--- src/rtl/shift_deser_rx_pkg.sv ---
// Shared types and constants for the serial deserializer.
// Holds FSM states, shift-core ops, frame bit levels and WIDTH default.
package shift_deser_rx_pkg;

  localparam int DEFAULT_WIDTH = 8;

  localparam logic START_BIT = 1'b0;
  localparam logic STOP_BIT  = 1'b1;

  typedef enum logic [1:0] {
    IDLE,
    DATA,
    STOP
  } state_t;

  typedef enum logic [1:0] {
    SH_HOLD,
    SH_LEFT,
    SH_RIGHT,
    SH_CLR
  } shift_op_t;

endpackage

--- src/rtl/shift_deser_rx_if.sv ---
// Output word bus of the deserializer: dout/dout_valid with out_ready.
// master = word producer, slave = word consumer.
interface shift_deser_rx_if
  import shift_deser_rx_pkg::*;
#(
  parameter int WIDTH = DEFAULT_WIDTH
);

  logic [WIDTH-1:0] dout;
  logic             dout_valid;
  logic             out_ready;

  modport master (
    output dout,
    output dout_valid,
    input  out_ready
  );

  modport slave (
    input  dout,
    input  dout_valid,
    output out_ready
  );

endinterface

--- src/rtl/shift_deser_rx_shift_core.sv ---
// Bidirectional shift register: hold, shift left, shift right, clear.
// Ports: clk, clr_n, op_i (shift_op_t), din_i serial in, q_o contents.
module shift_core
  import shift_deser_rx_pkg::*;
#(
  parameter int WIDTH = DEFAULT_WIDTH
) (
  input  logic             clk,
  input  logic             clr_n,
  input  shift_op_t        op_i,
  input  logic             din_i,
  output logic [WIDTH-1:0] q_o
);

  logic [WIDTH-1:0] q_q;
  logic [WIDTH-1:0] q_d;

  always_comb begin
    q_d = q_q;
    case (op_i)
      SH_HOLD:  q_d = q_q;
      SH_LEFT:  q_d = {q_q[WIDTH-2:0], din_i};
      SH_RIGHT: q_d = {din_i, q_q[WIDTH-1:1]};
      SH_CLR:   q_d = '0;
      default:  q_d = q_q;
    endcase
  end

  always_ff @(posedge clk or negedge clr_n) begin
    if (!clr_n) q_q <= '0;
    else        q_q <= q_d;
  end

  assign q_o = q_q;

endmodule

--- src/rtl/shift_deser_rx.sv ---
// Serial frame receiver: start 0, WIDTH data bits, stop 1, per strobe.
// Ports: clk, clr_n, sdin, sdin_en, lsb_first, busy, frame_err, overrun, out_if.
module shift_deser_rx
  import shift_deser_rx_pkg::*;
#(
  parameter int WIDTH = DEFAULT_WIDTH
) (
  input  logic             clk,
  input  logic             clr_n,
  input  logic             sdin,
  input  logic             sdin_en,
  input  logic             lsb_first,
  output logic             busy,
  output logic             frame_err,
  output logic             overrun,
  shift_deser_rx_if.master out_if
);

  localparam int CW = $clog2(WIDTH);
  localparam logic [CW-1:0] LAST = CW'(WIDTH - 1);

  state_t           state_q, state_d;
  logic [CW-1:0]    cnt_q, cnt_d;
  logic             lsb_q, lsb_d;
  logic [WIDTH-1:0] dout_q, dout_d;
  logic             valid_q, valid_d;
  logic             ferr_q, ferr_d;
  logic             ovr_q, ovr_d;
  shift_op_t        op;
  logic [WIDTH-1:0] sh;
  logic             hs;

  shift_core #(
    .WIDTH (WIDTH)
  ) u_core (
    .clk   (clk),
    .clr_n (clr_n),
    .op_i  (op),
    .din_i (sdin),
    .q_o   (sh)
  );

  assign hs = valid_q & out_if.out_ready;

  always_comb begin
    state_d = state_q;
    cnt_d   = cnt_q;
    lsb_d   = lsb_q;
    dout_d  = dout_q;
    valid_d = valid_q & ~hs;
    ovr_d   = ovr_q & ~hs;
    ferr_d  = 1'b0;
    op      = SH_HOLD;
    if (sdin_en) begin
      unique case (state_q)
        IDLE: begin
          if (sdin == START_BIT) begin
            state_d = DATA;
            cnt_d   = '0;
            lsb_d   = lsb_first;
            op      = SH_CLR;
          end
        end
        DATA: begin
          op    = lsb_q ? SH_RIGHT : SH_LEFT;
          cnt_d = cnt_q + CW'(1);
          if (cnt_q == LAST) state_d = STOP;
        end
        STOP: begin
          state_d = IDLE;
          if (sdin == STOP_BIT) begin
            // A same-cycle handshake frees the register for the new word.
            if (!valid_q || hs) begin
              dout_d  = sh;
              valid_d = 1'b1;
            end else begin
              ovr_d = 1'b1;
            end
          end else begin
            ferr_d = 1'b1;
          end
        end
        default: state_d = IDLE;
      endcase
    end
  end

  always_ff @(posedge clk or negedge clr_n) begin
    if (!clr_n) begin
      state_q <= IDLE;
      cnt_q   <= '0;
      lsb_q   <= 1'b0;
      dout_q  <= '0;
      valid_q <= 1'b0;
      ferr_q  <= 1'b0;
      ovr_q   <= 1'b0;
    end else begin
      state_q <= state_d;
      cnt_q   <= cnt_d;
      lsb_q   <= lsb_d;
      dout_q  <= dout_d;
      valid_q <= valid_d;
      ferr_q  <= ferr_d;
      ovr_q   <= ovr_d;
    end
  end

  assign busy              = (state_q != IDLE);
  assign frame_err         = ferr_q;
  assign overrun           = ovr_q;
  assign out_if.dout       = dout_q;
  assign out_if.dout_valid = valid_q;

endmodule

--- src/flat_wrapper.sv ---
// flat-port wrapper written by rule: the top's interface ports become plain ports
module shift_deser_rx_flat import shift_deser_rx_pkg::*;
#(
  parameter int WIDTH = DEFAULT_WIDTH
)
  (clk, clr_n, sdin, sdin_en, lsb_first, busy, frame_err, overrun, out_if_dout, out_if_dout_valid, out_if_out_ready);
  shift_deser_rx_if #(.WIDTH(WIDTH)) out_if_i ();
  input  logic clk;
  input  logic clr_n;
  input  logic sdin;
  input  logic sdin_en;
  input  logic lsb_first;
  output logic busy;
  output logic frame_err;
  output logic overrun;
  output wire logic [$bits(out_if_i.dout)-1:0] out_if_dout;
  output wire logic [$bits(out_if_i.dout_valid)-1:0] out_if_dout_valid;
  input wire logic [$bits(out_if_i.out_ready)-1:0] out_if_out_ready;
  assign out_if_dout = out_if_i.dout;
  assign out_if_dout_valid = out_if_i.dout_valid;
  assign out_if_i.out_ready = out_if_out_ready;
  shift_deser_rx #(.WIDTH(WIDTH)) u_core (.clk(clk), .clr_n(clr_n), .sdin(sdin), .sdin_en(sdin_en), .lsb_first(lsb_first), .busy(busy), .frame_err(frame_err), .overrun(overrun), .out_if(out_if_i));
endmodule
--- config.mk ---
export PLATFORM = sky130hd
export DESIGN_NAME = shift_deser_rx_flat
export DESIGN_NICKNAME = d
export VERILOG_FILES = /design/src/rtl/shift_deser_rx_pkg.sv /design/src/rtl/shift_deser_rx_if.sv /design/src/rtl/shift_deser_rx_shift_core.sv /design/src/rtl/shift_deser_rx.sv /design/src/flat_wrapper.sv
export SDC_FILE = /design/constraint.sdc
export NUM_CORES = 1
export LEC_CHECK = 0
export ABC_AREA = 1
export CAP_MARGIN = 20
export CORE_UTILIZATION = 55
export DETAILED_ROUTE_END_ITERATION = 7
export GPL_TIMING_DRIVEN = 0
export PLACE_DENSITY = 0.86
export SLEW_MARGIN = 5
export SYNTH_ARGS = -nofsm -noshare
export SYNTH_HDL_FRONTEND = slang
export SYNTH_SLANG_ARGS = --single-unit
--- constraint.sdc ---
create_clock -name clk -period 2.1 [get_ports clk]
set_clock_uncertainty 0.2 [all_clocks]
set_input_delay 0.42 -clock clk [delete_from_list [all_inputs] [get_ports clk]]
set_output_delay 0.42 -clock clk [all_outputs]
set_load 0.02 [all_outputs]
==> results.toml, run 1 <==
[status]
status = "completed"

[route]
drt-initial-drc-count = 33
via_per_inst = 5.31
routed_wl_mm = 2.31
vias = 1020
wl_per_cell_um = 12.0
first_pass_iters = 5
drcViolationCount = 0
antenna_left = 0

[cts]
ctsLongestPathBuffers = 2
root_buffer = "clkbuf_4"
clock_latency_ps = 320
clk_pin_slew_ps = 130
cts.sinks = 25
tritoncts = "built"
htree_levels = 1
numCtsBuffers = 3

[sta]
max_freq_ghz = 0.512
worst_slack_ps = 146
slew_headroom_pct = 70.7
hold_slack_ps = 143
maxSlewViolCount = 0
final-setup-viol-count = 0
worstMarginPinSlew_ps = 439
fin_crit_sh_pct = 93.1
min_period_ps = 1950
rsz0062_at_grt = "false"
hold_viol = 0

[worst_setup_path]
slowest_delay_ps = 610
critPathKind = "reg -> out"
worstPathMaxFanout = 4
slowest_stage = "clkdlybuf4s50_1"
critPathArrivalTime_ps = 1330
path_buf_inv = 1
path_cells = "clkdlybuf4s50_1"
start_kind = "flip-flop"
crit_path_end_kind = "output pin"
cp.required_ps = 1480
cp_top_family = "buffers and inverters"

[global_routing]
grt_overflow = 0
grt_pass1_vias = 910
grt_max_degree = 26
antenna_found_initial = 0
grt_usage_pct = 22.4
grt_pass1_wl_mm = 4.00

[final_layout]
drive_gt1_share_pct = 10.3
diodes = 0
area_growth_pct = 21.8
nNetsFinal = 174
fin_area_um2 = 1450

[synth]
ys_types = 21
ys_top_cells_by_area = "dfrtp_1, nand2_1, nand3_1"
syn_area_per_cell_um2 = 8.32
yosysWarnings = 0
synth-main-ff-cell = "dfrtp_1"
synth_cells = 143
async_reset_ff_share_pct = 100
yosysTopAreaCell = "dfrtp_1"
yosysMostFrequentCell = "nand2_1"
ys_seq_elements = 25
synth_top_area_share_pct = 52.6
synth_edf_count = 0
netlist_area_um2 = 1190
synth_common_cells = "nand2_1, dfrtp_1, nand3_1"
seq_area_frac_synth_pct = 52.6
synth_nets = 151

[floorplan]
ios = 18
num_rows = 16
die_area_um2 = 2350
initial_core_util_pct = 59.4
die_h_um = 48.5
die_x_um = 48.5
core_um2 = 2000

[pwr]
leakage_nw = 0.750
ir_worst_vdd_uv = 728
totalPowerFinal_w = 0.00159
combPwrFrac_pct = 37.2
clkPwrFrac_pct = 13.4
switchingPower_w = 0.000624
powerDensity_nw_per_um2 = 1100
swShare_pct = 39.3
p_int_w = 0.000965
p_seq_share_pct = 49.4

[placement]
io_buffers = 17
gp_congestion = 0.823
dp_hpwl_mm = 1.63
place_ws_ps = -21.6
placed_cell_area_um2 = 1390

[run]
cap_viol_max_count = 0

[worst_hold_path]
hold_class = "in -> async"
-- sequential cells by signal (all words and copies together), names as in the netlist --
register / count
u_core.out_if.dout: 8
u_core.u_core.q_o: 8
u_core.cnt_q: 3
u_core.state_q: 2
u_core.frame_err: 1
u_core.lsb_q: 1
u_core.out_if.dout_valid: 1
u_core.overrun: 1
-- layout make-up --
type,instances,area (um^2)
flip-flops and latches,25,627
fillers,154,553
multi-input cells,96,470
repair buffers,18,196
inverters,20,75.1
well taps,27,33.8
clock buffers,3,22.5
plain buffers,2,18.8
clock inverters,1,5.00
-- path summary, 6_finish.rpt --
check,slack [ps],endpoint,cells past startpoint,from
max,150,out_if_dout_valid,1,u_core.out_if.dout_valid
min,140,u_core.out_if.dout[1],1,clr_n
max reg2reg,470,u_core.out_if.dout[0],6,u_core.state_q[0]
min reg2reg,290,u_core.out_if.dout[5],2,u_core.out_if.dout[5]
max in group asynchronous,1150,u_core.state_q[0],2,clr_n
min in group clk,290,u_core.out_if.dout[5],2,u_core.out_if.dout[5]
-- stage by stage --
step | setup TNS, ps | util [%] | instances
6_report | 0 | 72.4 | 192
5_1_grt | 0 | 72.4 | 192
4_1_cts | 0 | 71.0 | 191
3_5_place_dp | -61.4 | 69.6 | 187
3_3_place_gp | 0 | 69.6 | 187
2_1_floorplan | 0 | - | 143
-- power by group through the flow --
stage	clock [W]	sequential, W	combinational [W]
final	0.000213	0.000785	0.000591
after global routing	0.000237	0.000806	0.000672
after CTS	0.000219	0.000779	0.000587
after detailed placement	0	0.000787	0.000590
after global placement	0	0.000776	0.000571
after floorplan	0	0.000795	0.000367
-- what timing repair did --
action | 4_1_cts | 5_1_grt
hold buffers | 0 | 0
buffers inserted | 0 | 0
setup endpoints to repair | 1 | 0
resized for setup | 2 | 0
-- layout by cell type, fill, tap and decap left out, drive strengths merged, types with 3 or more instances in the layout --
cell type       n
nor2           11
dfrtp          25
buf             3
inv            19
o21ai           5
nand2          42
clkbuf          3
a21oi           8
nand3          24
clkdlybuf4s50  16
-- kinds of logic (layout without fill, tap and decap cells) --
family,count (synthesis),count (layout),synth area share [%]
AOI/OAI and AO/OA,15,15,6.94
adders and majority gates,2,2,2.10
buffers and inverters,22,44,7.89
DFF,25,25,52.6
and+or+nand+nor,79,79,30.5
-- layer usage --
layer | global-route usage [%] | part of all wire (%) | vias up
met1 | 29.4 | 42 | 475
li1 | - | - | 501
met4 | 10.3 | 2.1 | 0
met2 | 37.1 | 50 | 39
met3 | 3.14 | 5.9 | 5
met5 | 0 | 0 | -
Power figures use the tool's default switching activity.
==> inputs of run 2 (changes only) <==
--- a/config.mk
+++ b/config.mk
@@ -7,6 +7,7 @@
 export LEC_CHECK = 0
 export ABC_AREA = 1
 export CAP_MARGIN = 20
+export CORE_MARGIN = 8
 export CORE_UTILIZATION = 55
 export DETAILED_ROUTE_END_ITERATION = 7
 export GPL_TIMING_DRIVEN = 0
==> run 2 against run 1 <==
Critical path depth unchanged. Critical path type unchanged. Core utilization decreased by 4.1 points. Cell count increased by 0.52%. Fmax decreased by 0.30%. Largest cell class unchanged. Non-clock buffer count unchanged. Setup slack got worse by 5.8 ps. Sequential power about the same. Clock power increased by 3%. First-iteration DRC count increased by 21%. Via count increased by 1.8%. Total power increased by 1.3%.
==> results.toml, run 2 (same netlist as run 1, synthesis figures left out) <==
[cts]
root_buffer = "clkbuf_4"
postCtsSetupRepairBufs = 0
htree_levels = 1
numCtsBuffers = 3
clk_pin_slew_ps = 140
ctsLongestPathBuffers = 2
cts.hold.buffers_added = 0
cts.sinks = 25
tritoncts = "built"
clock_latency_ps = 310

[placement]
dp.cells = 188
io_buffers = 17
dp_hpwl_mm = 1.76
gp_congestion = 0.792

[worst_setup_path]
crit_path_end_kind = "output pin"
regToRegSetupSlack_ps = 480
path_buf_inv = 1
reg2reg_from = "u_core.state_q[0]"
slowest_delay_ps = 620
critPathArrivalTime_ps = 1340
r2r_cells = 6
cp.required_ps = 1480
setup.worst_path.start = "u_core.out_if.dout_valid"
slowest_stage = "clkdlybuf4s50_1"
worstPathMaxFanout = 4
timing.rr.end = "u_core.out_if.dout[2]"
critPathKind = "reg -> out"
path_cells = "clkdlybuf4s50_1"
start_kind = "flip-flop"
cp_top_family = "buffers and inverters"

[final_layout]
drive_gt1_share_pct = 10.3
fin_cells = 193
nNetsFinal = 174
diodes = 0
final_common_cell = "nand2_1"
area_growth_pct = 22.1
layout_common_cells = "nand2_1, nand3_1, dfrtp_1"

[route]
drcViolationCount = 0
first_pass_iters = 4
via_per_inst = 5.38
wl_per_cell_um = 12.9
routed_wl_mm = 2.50
drt-initial-drc-count = 40
antenna_left = 0
wl_met3_um = 189
vias = 1038
top_layer = "met4"
wl_met2_mm = 1.26
wl_met1_mm = 1.01

[sta]
worstMarginPinSlew_ps = 428
fin_crit_sh_pct = 93.3
final-setup-viol-count = 0
hold_viol = 0
maxSlewViolCount = 0
fin_setup_tns_ps = 0
rsz0062_at_grt = "false"
min_period_ps = 1960
slew_headroom_pct = 71.4
max_freq_ghz = 0.510

[floorplan]
ios = 18
num_rows = 17
die_h_um = 62.5
initial_core_util_pct = 55.9
core_um2 = 2130
die_x_um = 62.5
die_area_um2 = 3910

[pwr]
leakage_nw = 0.746
powerDensity_nw_per_um2 = 1110
ir_worst_vdd_uv = 589

[global_routing]
grt_max_degree = 26
antenna_found_initial = 0
grt_usage_pct = 12.5
grt_pass1_wl_mm = 4.15
grt_pass1_vias = 985
grt_overflow = 0

[worst_hold_path]
hold_class = "in -> async"

[run]
cap_viol_max_count = 0

[status]
status = "completed"
## run 2: metrics by stage
stage	util (%)	setup WS (ps)	power (W)	instance area, um^2	hold slack [ps]
4_1_cts	67.0	145	0.00160	1430	293
6_report	68.3	140	0.00161	1450	184
3_3_place_gp	65.6	36.2	0.00135	1400	253
5_1_grt	68.3	72.8	0.00173	1450	198
3_5_place_dp	65.6	16.5	0.00139	1400	259
2_1_floorplan	-	677	0.00116	1190	-75.6
## run 2: layout make-up
class,count,area (um^2)
Sequential cell,25,627
Clock buffer,3,22.5
Multi-Input combinational cell,96,470
Clock inverter,1,7.51
Inverter,20,75.1
Buffer,2,18.8
Fill cell,161,674
Tap cell,28,35.0
Timing Repair Buffer,18,196
## run 2: worst max path at each step
stage	end	slack [ps]	cells past startpoint
after global placement	u_core.out_if.dout[3]	40	6
after CTS	out_if_dout_valid	140	1
after detailed placement	u_core.out_if.dout[2]	20	6
final	out_if_dout_valid	140	1
after global routing	out_if_dout_valid	70	1
after floorplan	u_core.out_if.dout[1]	680	6
## run 2: routing by layer
layer	track usage, %	vias to the layer above
met5	0	-
met4	5.70	0
met3	4.12	6
met2	22.4	41
met1	12.9	494
li1	-	497
## run 2: what timing repair did
item,CTS,global route
endpoints found under the hold margin,0,0
resized for setup,2,0
endpoints found under the setup margin,1,0
## run 2: power breakdown
part | switching [W] | leakage (nW) | internal (W)
logic | 0.000348 | 0.421 | 0.000255
clock network | 0.000148 | 0.0139 | 0.0000725
registers | 0.000146 | 0.311 | 0.000641
==> inputs of run 3 (changes only) <==
--- a/config.mk
+++ b/config.mk
@@ -9,10 +9,12 @@
 export CAP_MARGIN = 20
 export CORE_MARGIN = 8
 export CORE_UTILIZATION = 55
+export CTS_CLUSTER_SIZE = 20
 export DETAILED_ROUTE_END_ITERATION = 7
 export GPL_TIMING_DRIVEN = 0
-export PLACE_DENSITY = 0.86
+export PLACE_DENSITY_LB_ADDON = 0.12
 export SLEW_MARGIN = 5
 export SYNTH_ARGS = -nofsm -noshare
 export SYNTH_HDL_FRONTEND = slang
 export SYNTH_SLANG_ARGS = --single-unit
+export TNS_END_PERCENT = 30
==> run 3 against run 2 <==
Total power is 2.3% lower. Sequential power fell by 1%. Fmax shrank 0.29%. Routed wire length down 8.2%. Combinational power shrank 2%. Flip-flop and latch count unchanged. Register-to-register slack worse by 30 ps. Final area fell by 1.1%. Worst hold slack improved by 89 ps. Critical path depth up 2.
==> results.toml, run 3 (same netlist as run 1, synthesis figures left out) <==
[sta]
fin_setup_tns_ps = 0
final-setup-viol-count = 0
hold_viol = 0
min_period_ps = 1970
fin_crit_sh_pct = 93.6
worst_slack_ps = 134
rsz0062_at_grt = "false"
slew_headroom_pct = 58.2
maxSlewViolCount = 0
max_freq_ghz = 0.509
worstMarginPinSlew_ps = 625

[placement]
gp_congestion = 0.797
placed_cell_area_um2 = 1400
place_ws_ps = -9.58
dp.cells = 188
io_buffers = 17
dp_hpwl_mm = 1.77

[pwr]
swShare_pct = 38.9
clkPwrFrac_pct = 13.2
powerDensity_nw_per_um2 = 1090
leakage_nw = 0.746
p_int_w = 0.000961
combPwrFrac_pct = 37.5
p_seq_share_pct = 49.4
ir_worst_vdd_uv = 643
switchingPower_w = 0.000612

[floorplan]
num_rows = 17
ios = 18
core_um2 = 2130
die_x_um = 62.5
die_area_um2 = 3910
die_h_um = 62.5
initial_core_util_pct = 55.9

[route]
wl_per_cell_um = 11.9
routed_wl_mm = 2.30
vias = 974
first_pass_iters = 4
via_per_inst = 5.05
antenna_left = 0
drcViolationCount = 0
drt-initial-drc-count = 29

[worst_setup_path]
regToRegSetupSlack_ps = 450
crit_path_end_kind = "output pin"
r2r_cells = 6
reg2reg_from = "u_core.state_q[0]"
slowest_delay_ps = 480
worstPathMaxFanout = 7
critPathArrivalTime_ps = 1350
path_cells = "nor2_1 -> inv_1 -> dlygate4sd2_1"
cp.required_ps = 1480
timing.rr.end = "u_core.out_if.dout[7]"
slowest_stage = "dfrtp_1"
critPathKind = "reg -> out"
start_kind = "flip-flop"

[final_layout]
final_util_pct = 67.5
fillers = 197
final_common_cell = "nand2_1"
diodes = 0
nNetsFinal = 174
area_growth_pct = 20.7
multi_input_area_um2 = 470
layout_common_cells = "nand2_1, dfrtp_1, nand3_1"
fin_area_um2 = 1440
seqCellArea_um2 = 626
fin_cells = 193
drive_gt1_share_pct = 9.70

[cts]
numCtsBuffers = 3
cts.sinks = 25
htree_levels = 1
clock_latency_ps = 320
tritoncts = "built"
clk_pin_slew_ps = 130
root_buffer = "clkbuf_4"
ctsLongestPathBuffers = 2
postCtsSetupRepairBufs = 0

[status]
status = "completed"

[global_routing]
grt_overflow = 0
grt_usage_pct = 12.2
grt_max_degree = 26
grt_pass1_vias = 959
antenna_found_initial = 0
grt_pass1_wl_mm = 4.02

[worst_hold_path]
hold_class = "in -> async"

[run]
cap_viol_max_count = 0
==> run 3: cell count changes in the layout (fill, tap and decap cells not counted), sizes merged <==
cell      change
clkinv        +1
clkinvlp      -1
==> run 3: cell type report <==
class,instances,share of cell area (%)
clock buffers,3,1.57
clock inverters,1,0.348
well taps,28,2.44
plain buffers,2,1.31
repair buffers,18,12.8
multi-input cells,96,32.8
flip-flops and latches,25,43.6
inverters,20,5.23
==> run 3: worst max path at each step <==
stage,endpoint,from,cells past startpoint,slack [ps]
floorplan,u_core.out_if.dout[1],u_core.state_q[0],6,680
global placement,u_core.out_if.dout[4],sdin,6,10
detailed placement,u_core.out_if.dout[1],sdin,6,-10
CTS,busy,u_core.state_q[0],3,120
global route,out_if_dout_valid,u_core.out_if.dout_valid,1,70
finish,busy,u_core.state_q[0],3,130
==> run 3: what timing repair did <==
item                       4_1_cts  5_1_grt
setup endpoints to repair        1        0
resized for setup                1        0
hold buffers                     0        0
==> run 3: power by group through the flow <==
stage | Combinational, W | Clock [W] | Sequential [W]
2_1_floorplan | 0.000367 | 0 | 0.000795
3_3_place_gp | 0.000573 | 0 | 0.000776
3_5_place_dp | 0.000601 | 0 | 0.000784
4_1_cts | 0.000595 | 0.000213 | 0.000774
5_1_grt | 0.000671 | 0.000235 | 0.000797
6_report | 0.000589 | 0.000207 | 0.000777
==> run 3: metal layers <==
layer	routed length (um)	up-vias	GRT usage, %	part of all wire (%)
li1	-	501	-	-
met1	1020	445	13.8	44
met2	1120	23	21.0	49
met3	125	5	3.05	5.4
met4	36	0	5.98	1.6
met5	0	-	0	0
==> run 3: metrics by stage <==
step | hold WS [ps] | total power [W]
5_1_grt | 316 | 0.00170
3_5_place_dp | 258 | 0.00138
4_1_cts | 290 | 0.00158
3_3_place_gp | 253 | 0.00135
2_1_floorplan | -75.6 | 0.00116
6_report | 273 | 0.00157
==> run 3: critical path: cells and delay by family (launching register included) <==
kind,cells,cell delay (ps)
buf+inv,2,380
flops,1,480
simple gates,1,180
